[src/rtl/axi_pkg.sv]
// Shared AXI4 encodings, the AxSIZE helper and the burst master state type.
package axi_pkg;

    localparam logic [1:0] BURST_FIXED = 2'b00;
    localparam logic [1:0] BURST_INCR  = 2'b01;
    localparam logic [1:0] BURST_WRAP  = 2'b10;

    localparam logic [1:0] RESP_OKAY   = 2'b00;
    localparam logic [1:0] RESP_EXOKAY = 2'b01;
    localparam logic [1:0] RESP_SLVERR = 2'b10;
    localparam logic [1:0] RESP_DECERR = 2'b11;

    localparam logic [2:0] SIZE_1  = 3'd0;
    localparam logic [2:0] SIZE_2  = 3'd1;
    localparam logic [2:0] SIZE_4  = 3'd2;
    localparam logic [2:0] SIZE_8  = 3'd3;
    localparam logic [2:0] SIZE_16 = 3'd4;

    // Bus width in bits -> AxSIZE encoding (bytes per beat as log2).
    function automatic logic [2:0] size_of(input int width);
        logic [2:0] size;
        case (width)
            8:       size = SIZE_1;
            16:      size = SIZE_2;
            32:      size = SIZE_4;
            64:      size = SIZE_8;
            128:     size = SIZE_16;
            default: size = SIZE_4;
        endcase
        return size;
    endfunction

    typedef enum logic [2:0] {
        IDLE,
        WADDR_DATA,
        WRESP,
        RADDR,
        RDATA
    } burst_state_t;

endpackage

[src/rtl/axi_beat_gen.sv]
// Beat counter and incrementing data pattern shared by the write and read paths.
module axi_beat_gen #(
    parameter int DATA_W = 32
) (
    input  logic              clk,
    input  logic              rst_n,
    input  logic              load,
    input  logic              advance,
    input  logic [DATA_W-1:0] seed,
    input  logic [7:0]        len,
    output logic [DATA_W-1:0] data,
    output logic              last
);

    logic [DATA_W-1:0] pattern;
    logic [7:0]        idx;
    logic [7:0]        len_q;

    // Restart on a new command, then step pattern and index once per accepted beat.
    always_ff @(posedge clk or negedge rst_n) begin
        if (!rst_n) begin
            pattern <= '0;
            idx     <= '0;
            len_q   <= '0;
        end else if (load) begin
            pattern <= seed;
            idx     <= '0;
            len_q   <= len;
        end else if (advance) begin
            pattern <= pattern + DATA_W'(1);
            idx     <= idx + 8'd1;
        end
    end

    assign data = pattern;
    assign last = (idx == len_q);

endmodule

[src/rtl/axi4_burst_master.sv]
// AXI4 INCR burst master: one write (AW/W/B) or read (AR/R) burst per accepted
// command, writing seed+i and checking reads against the same pattern.
module axi4_burst_master
    import axi_pkg::*;
#(
    parameter int C_ADDR_WIDTH   = 32,
    parameter int C_DATA_WIDTH   = 32,
    parameter int C_ID_WIDTH     = 1,
    parameter int C_ERRCNT_WIDTH = 16
) (
    input  logic                      ACLK,
    input  logic                      ARESETN,

    input  logic                      cmd_valid,
    output logic                      cmd_ready,
    input  logic                      cmd_write,
    input  logic [C_ID_WIDTH-1:0]     cmd_id,
    input  logic [C_ADDR_WIDTH-1:0]   cmd_addr,
    input  logic [7:0]                cmd_len,
    input  logic [C_DATA_WIDTH-1:0]   cmd_seed,
    input  logic [7:0]                cmd_bwait,
    output logic                      done,
    output logic                      resp_err,
    output logic [C_ERRCNT_WIDTH-1:0] mismatch_cnt,
    input  logic                      err_clr,

    output logic [C_ID_WIDTH-1:0]     M_AXI_AWID,
    output logic [C_ADDR_WIDTH-1:0]   M_AXI_AWADDR,
    output logic [7:0]                M_AXI_AWLEN,
    output logic [2:0]                M_AXI_AWSIZE,
    output logic [1:0]                M_AXI_AWBURST,
    output logic                      M_AXI_AWVALID,
    input  logic                      M_AXI_AWREADY,

    output logic [C_DATA_WIDTH-1:0]   M_AXI_WDATA,
    output logic [C_DATA_WIDTH/8-1:0] M_AXI_WSTRB,
    output logic                      M_AXI_WLAST,
    output logic                      M_AXI_WVALID,
    input  logic                      M_AXI_WREADY,

    input  logic [C_ID_WIDTH-1:0]     M_AXI_BID,
    input  logic [1:0]                M_AXI_BRESP,
    input  logic                      M_AXI_BVALID,
    output logic                      M_AXI_BREADY,

    output logic [C_ID_WIDTH-1:0]     M_AXI_ARID,
    output logic [C_ADDR_WIDTH-1:0]   M_AXI_ARADDR,
    output logic [7:0]                M_AXI_ARLEN,
    output logic [2:0]                M_AXI_ARSIZE,
    output logic [1:0]                M_AXI_ARBURST,
    output logic                      M_AXI_ARVALID,
    input  logic                      M_AXI_ARREADY,

    input  logic [C_ID_WIDTH-1:0]     M_AXI_RID,
    input  logic [C_DATA_WIDTH-1:0]   M_AXI_RDATA,
    input  logic [1:0]                M_AXI_RRESP,
    input  logic                      M_AXI_RLAST,
    input  logic                      M_AXI_RVALID,
    output logic                      M_AXI_RREADY
);

    localparam logic [2:0] AXSIZE = size_of(C_DATA_WIDTH);

    burst_state_t state;
    burst_state_t state_next;

    logic [C_ID_WIDTH-1:0]   id_q;
    logic [C_ADDR_WIDTH-1:0] addr_q;
    logic [7:0]              len_q;
    logic [7:0]              bwait_q;
    logic [7:0]              wait_cnt;
    logic                    aw_done;
    logic                    w_done;

    logic                    cmd_fire;
    logic                    aw_hs;
    logic                    w_hs;
    logic                    b_hs;
    logic                    ar_hs;
    logic                    r_hs;
    logic                    aw_ok;
    logic                    w_ok;
    logic                    r_end;
    logic                    resp_evt;
    logic                    mismatch_evt;
    logic [C_DATA_WIDTH-1:0] beat_data;
    logic                    beat_last;
    logic                    unused_ids;

    // Response IDs are not checked; only one burst is ever in flight.
    assign unused_ids = ^{M_AXI_BID, M_AXI_RID};

    assign cmd_fire = cmd_valid && (state == IDLE);
    assign aw_hs    = M_AXI_AWVALID && M_AXI_AWREADY;
    assign w_hs     = M_AXI_WVALID && M_AXI_WREADY;
    assign b_hs     = M_AXI_BVALID && M_AXI_BREADY;
    assign ar_hs    = M_AXI_ARVALID && M_AXI_ARREADY;
    assign r_hs     = M_AXI_RVALID && M_AXI_RREADY;

    // AW and W complete independently; either may finish first.
    assign aw_ok = aw_done || aw_hs;
    assign w_ok  = w_done || (w_hs && beat_last);

    // A read ends on RLAST, or on the final expected beat if RLAST never shows.
    assign r_end = r_hs && (M_AXI_RLAST || beat_last);

    assign resp_evt = (b_hs && (M_AXI_BRESP != RESP_OKAY)) ||
                      (r_hs && ((M_AXI_RRESP != RESP_OKAY) || (M_AXI_RLAST != beat_last)));
    assign mismatch_evt = r_hs && (M_AXI_RDATA != beat_data);

    axi_beat_gen #(
        .DATA_W (C_DATA_WIDTH)
    ) u_beat_gen (
        .clk     (ACLK),
        .rst_n   (ARESETN),
        .load    (cmd_fire),
        .advance (w_hs || r_hs),
        .seed    (cmd_seed),
        .len     (cmd_len),
        .data    (beat_data),
        .last    (beat_last)
    );

    // Capture the command fields so the bus payload stays stable for the whole burst.
    always_ff @(posedge ACLK or negedge ARESETN) begin
        if (!ARESETN) begin
            id_q    <= '0;
            addr_q  <= '0;
            len_q   <= '0;
            bwait_q <= '0;
        end else if (cmd_fire) begin
            id_q    <= cmd_id;
            addr_q  <= cmd_addr;
            len_q   <= cmd_len;
            bwait_q <= cmd_bwait;
        end
    end

    // Remember which of the AW and WLAST handshakes has already happened.
    always_ff @(posedge ACLK or negedge ARESETN) begin
        if (!ARESETN) begin
            aw_done <= 1'b0;
            w_done  <= 1'b0;
        end else if (cmd_fire) begin
            aw_done <= 1'b0;
            w_done  <= 1'b0;
        end else begin
            if (aw_hs) begin
                aw_done <= 1'b1;
            end
            if (w_hs && beat_last) begin
                w_done <= 1'b1;
            end
        end
    end

    // Delay counter for BREADY; it sits at bwait once the wait has elapsed.
    always_ff @(posedge ACLK or negedge ARESETN) begin
        if (!ARESETN) begin
            wait_cnt <= '0;
        end else if (cmd_fire) begin
            wait_cnt <= '0;
        end else if ((state == WRESP) && (wait_cnt != bwait_q)) begin
            wait_cnt <= wait_cnt + 8'd1;
        end
    end

    // State register.
    always_ff @(posedge ACLK or negedge ARESETN) begin
        if (!ARESETN) begin
            state <= IDLE;
        end else begin
            state <= state_next;
        end
    end

    // Next-state logic.
    always_comb begin
        state_next = state;
        case (state)
            IDLE:       if (cmd_valid) state_next = cmd_write ? WADDR_DATA : RADDR;
            WADDR_DATA: if (aw_ok && w_ok) state_next = WRESP;
            WRESP:      if (b_hs) state_next = IDLE;
            RADDR:      if (ar_hs) state_next = RDATA;
            RDATA:      if (r_end) state_next = IDLE;
            default:    state_next = IDLE;
        endcase
    end

    // Bus outputs decoded from the state; payloads read zero outside their phase.
    always_comb begin
        cmd_ready     = 1'b0;
        M_AXI_AWID    = '0;
        M_AXI_AWADDR  = '0;
        M_AXI_AWLEN   = '0;
        M_AXI_AWSIZE  = '0;
        M_AXI_AWBURST = '0;
        M_AXI_AWVALID = 1'b0;
        M_AXI_WDATA   = '0;
        M_AXI_WSTRB   = '0;
        M_AXI_WLAST   = 1'b0;
        M_AXI_WVALID  = 1'b0;
        M_AXI_BREADY  = 1'b0;
        M_AXI_ARID    = '0;
        M_AXI_ARADDR  = '0;
        M_AXI_ARLEN   = '0;
        M_AXI_ARSIZE  = '0;
        M_AXI_ARBURST = '0;
        M_AXI_ARVALID = 1'b0;
        M_AXI_RREADY  = 1'b0;
        case (state)
            IDLE: begin
                cmd_ready = 1'b1;
            end
            WADDR_DATA: begin
                M_AXI_AWID    = id_q;
                M_AXI_AWADDR  = addr_q;
                M_AXI_AWLEN   = len_q;
                M_AXI_AWSIZE  = AXSIZE;
                M_AXI_AWBURST = BURST_INCR;
                M_AXI_AWVALID = !aw_done;
                M_AXI_WDATA   = beat_data;
                M_AXI_WSTRB   = '1;
                M_AXI_WLAST   = beat_last;
                M_AXI_WVALID  = !w_done;
            end
            WRESP: begin
                M_AXI_BREADY = (wait_cnt == bwait_q);
            end
            RADDR: begin
                M_AXI_ARID    = id_q;
                M_AXI_ARADDR  = addr_q;
                M_AXI_ARLEN   = len_q;
                M_AXI_ARSIZE  = AXSIZE;
                M_AXI_ARBURST = BURST_INCR;
                M_AXI_ARVALID = 1'b1;
            end
            RDATA: begin
                M_AXI_RREADY = 1'b1;
            end
            default: begin
            end
        endcase
    end

    // One-cycle completion pulse the cycle after the final handshake.
    always_ff @(posedge ACLK or negedge ARESETN) begin
        if (!ARESETN) begin
            done <= 1'b0;
        end else begin
            done <= ((state == WRESP) && b_hs) || ((state == RDATA) && r_end);
        end
    end

    // Sticky error flag and saturating mismatch count; a clear beats a same-cycle error.
    always_ff @(posedge ACLK or negedge ARESETN) begin
        if (!ARESETN) begin
            resp_err     <= 1'b0;
            mismatch_cnt <= '0;
        end else if (err_clr) begin
            resp_err     <= 1'b0;
            mismatch_cnt <= '0;
        end else begin
            if (resp_evt) begin
                resp_err <= 1'b1;
            end
            if (mismatch_evt && (mismatch_cnt != '1)) begin
                mismatch_cnt <= mismatch_cnt + C_ERRCNT_WIDTH'(1);
            end
        end
    end

endmodule

[config.mk]
export PLATFORM = sky130hd
export DESIGN_NAME = axi4_burst_master
export DESIGN_NICKNAME = d
export VERILOG_FILES = /design/src/rtl/axi_pkg.sv /design/src/rtl/axi_beat_gen.sv /design/src/rtl/axi4_burst_master.sv
export SDC_FILE = /design/constraint.sdc
export NUM_CORES = 1
export LEC_CHECK = 0
export CAP_MARGIN = 20
export CELL_PAD_IN_SITES_DETAIL_PLACEMENT = 1
export CELL_PAD_IN_SITES_GLOBAL_PLACEMENT = 2
export CORE_ASPECT_RATIO = 2
export CORE_MARGIN = 4
export CORE_UTILIZATION = 27
export CTS_BUF_LIST = sky130_fd_sc_hd__clkbuf_4
export CTS_CLUSTER_SIZE = 20
export DETAILED_ROUTE_END_ITERATION = 7
export PLACE_DENSITY = 0.93
export SLEW_MARGIN = 20
export SYNTH_ARGS = -nofsm -noshare
export SYNTH_HDL_FRONTEND = slang
export SYNTH_SLANG_ARGS = --single-unit
[constraint.sdc]
create_clock -name ACLK -period 5.1 [get_ports ACLK]
set_clock_uncertainty 0.15 [all_clocks]
set_input_delay 1.02 -clock ACLK [delete_from_list [all_inputs] [get_ports ACLK]]
set_output_delay 1.02 -clock ACLK [all_outputs]
set_load 0.05 [all_outputs]
==> flow_summary.toml <==
[power_and_ir_drop]
powerDensity_nw_per_um2 = 462.2
ir_drop_mv = 0.2200
leakage_nw = 4.674

[critical_path]
cpPeakStageDelay_ns = 0.86
start_kind = "flip-flop"
cp_num_buf_inv = 2
critPathKind = "flip-flop to output pin"
crit_slowest_cell = "clkdlybuf4s50_1"
worstPathRequired_ns = 3.93
path_max_fanout = 83
endpoint_kind = "output pin"
cp.arrival_ns = 3.23
crit_chain = "nor2b_4 -> buf_12 -> and3_1 -> clkdlybuf4s50_1"
crit_family = "buffers and inverters"

[place]
place.gp.congestion = 0.8365
port_buffers = 274
dp_hpwl_mm = 20.90

[synth]
synth_area_leaders = "dfrtp_1 42%, and3_1 10%, nand2_1 10%, xor2_1 8.3%, nor2_1 2.5%"
synth_warnings = 0
yosysTopAreaCell = "dfrtp_1"
ys_seq_area_share_pct = 42.28
synthXorXnorAreaFrac_pct = 10.36
synthArstFlopShare_pct = 100.0
ys_seq_elements = 120
synth_top_family_by_area = "simple AND/OR/NAND/NOR gates"
synth_edf_count = 0
syn_area_sq_um = 7102
syn_inst = 846
synth_ff_type = "dfrtp_1"
synth.avg_cell_area_sq_um = 8.395
yosys.area.top_type_share_pct = 42.28
synth.distinct_cells = 50
synth_compound_area_share_pct = 7.153
synth-simple-area-share_pct = 32.54
synthAdderAreaFrac_pct = 0.8809
synthMuxAreaShare_pct = 0.5814

[cts]
clkSinkCount = 120
cts_hold_buf = 0
cts_tree = "built"
cts-buffers-inserted = 17
insertion_delay_ns = 0.59
post_cts_buffers = 0
root_buffer = "clkbuf_4"
clk_pin_slew_worst_paths_ns = 0.12
cts_resized = 0
cts.path.max_buffers = 2
cts_htree_levels = 4

[global_route]
grt_first_pass_wirelength_mm = 43.38
antenna_found_initial = 7
grtUsageTotal_pct = 19.44
grt.overflow.total = 0
grt_start_max_net_pins = 99
grt_pass1_vias = 7637

[final_layout]
syn2layout_area_growth_pct = 43.76
drive_above_1_share_pct = 6.061
layout.nets = 1214
layout_common_cells = "260 x clkdlybuf4s50_1, 197 x nand2_1, 120 x dfrtp_1"
nFillCells = 3024
mostFrequentLayoutCell = "clkdlybuf4s50_1"

[route]
drtAntennaViolNets = 0
vias = 6965
first_pass_iters = 4
route.detailed.drc = 0
drt-initial-drc-count = 301
wl_per_cell_um = 19.27
avgViaCountPerCell = 4.854
routed_wl_mm = 27.65

[sta]
finalCritPeriodShare_pct = 86.25
report.final.setup_viol = 0
timing.hold.ws_ns = 0.3071
period_needed_ns = 4.399
hold_viol = 0
rsz0062_at_grt = "no"
slew_headroom_pct = 47.81
drv_slew = 0
max_freq_ghz = 0.2273
worst_pin_slew_ns = 0.7800
fin_setup_tns_ns = 0

[floorplan]
dieHeight_um = 237.4
initial_core_util_pct = 27.46
core-area_sq_um = 25860
num_rows = 83
ios = 283
die_area_sq_um = 29120
die_x_um = 122.7

[hold_path]
holdCritPathClass = "primary input to asynchronous set/reset pin"

[run]
drv_cap = 0

[run_status]
outcome = "completed"
[cells by family after synthesis]
group                    count (synthesis)
other                                    1
XOR/XNOR                                84
flip-flops                             120
AND/OR/NAND/NOR                        463
AO/OA/AOI/OAI                           84
buffers and inverters                   85
adder cells (fa/ha/maj)                  5
multiplexers                             4
[layer usage]
metal	routed length (um)	up-vias	track usage [%]	share of wire [%]
li1	-	3324	-	-
met1	9403	3371	19.25	34
met2	15460	213	35.71	56
met3	1493	55	4.857	5.4
met4	1281	2	11.18	4.6
met5	12	-	0	0.043
[final timing paths]
kind	from	to	slack (ns)	cells past startpoint
max	state[0]$_DFFE_PN0P_	M_AXI_ARADDR[29]	0.70	4
min	ARESETN	u_beat_gen.data[18]$_DFFE_PN0P_	0.31	1
max reg2reg	state[0]$_DFFE_PN0P_	state[1]$_DFFE_PN0P_	2.18	5
min reg2reg	addr_q[8]$_DFFE_PN0P_	addr_q[8]$_DFFE_PN0P_	0.35	2
max in group asynchronous	ARESETN	wait_cnt[1]$_DFFE_PN0P_	3.58	2
min in group ACLK	addr_q[8]$_DFFE_PN0P_	addr_q[8]$_DFFE_PN0P_	0.35	2
[synth_stat cells, types with 14 or more instances]
master and number:
xor2_1 67, o21ai_0 32, nand3_1 20, nand4_1 18, xnor2_1 17, nor3_1 15, nand2_1 198, dfrtp_1 120
a21oi_1 23, clkbuf_1 36, nor2_1 48, and3_1 119, buf_4 14
[through the flow]
stage	cell area [sq um]	std cells	util (%)	power (W)	setup slack, ns
2_1_floorplan	7121	851	-	0.003267	1.753
3_3_place_gp	9952	1399	38.49	0.004064	1.261
3_5_place_dp	9952	1399	38.49	0.004154	1.194
4_1_cts	10160	1428	39.30	0.004784	0.5616
5_1_grt	10210	1435	39.48	0.005075	0.4832
6_report	10210	1435	39.48	0.004718	0.7012
[cell type report]
class / instances / area (sq um) / area share (%)
clock inverter: 9 / 61.31 / 0.6005
sequential: 120 / 3003 / 29.41
inverter: 12 / 45.04 / 0.4412
tap: 340 / 425.4 / 4.167
timing repair buffer: 282 / 2805 / 27.48
clock buffer: 20 / 150.1 / 1.471
antenna: 6 / 15.01 / 0.1471
multi-input combinational: 646 / 3705 / 36.29
[state kept, by name, indices dropped and copies added, names as in the netlist, 3 cells and up]
signal	flops
state	3
u_beat_gen.idx	8
bwait_q	8
wait_cnt	8
addr_q	32
mismatch_cnt	16
u_beat_gen.data	32
len_q	8
[report_power, final]
part	internal, W	switching, W
Clock	0.000237	0.000365
Combinational	0.000830	0.00152
Sequential	0.00130	0.000470
(Power assumes the default switching activity.)
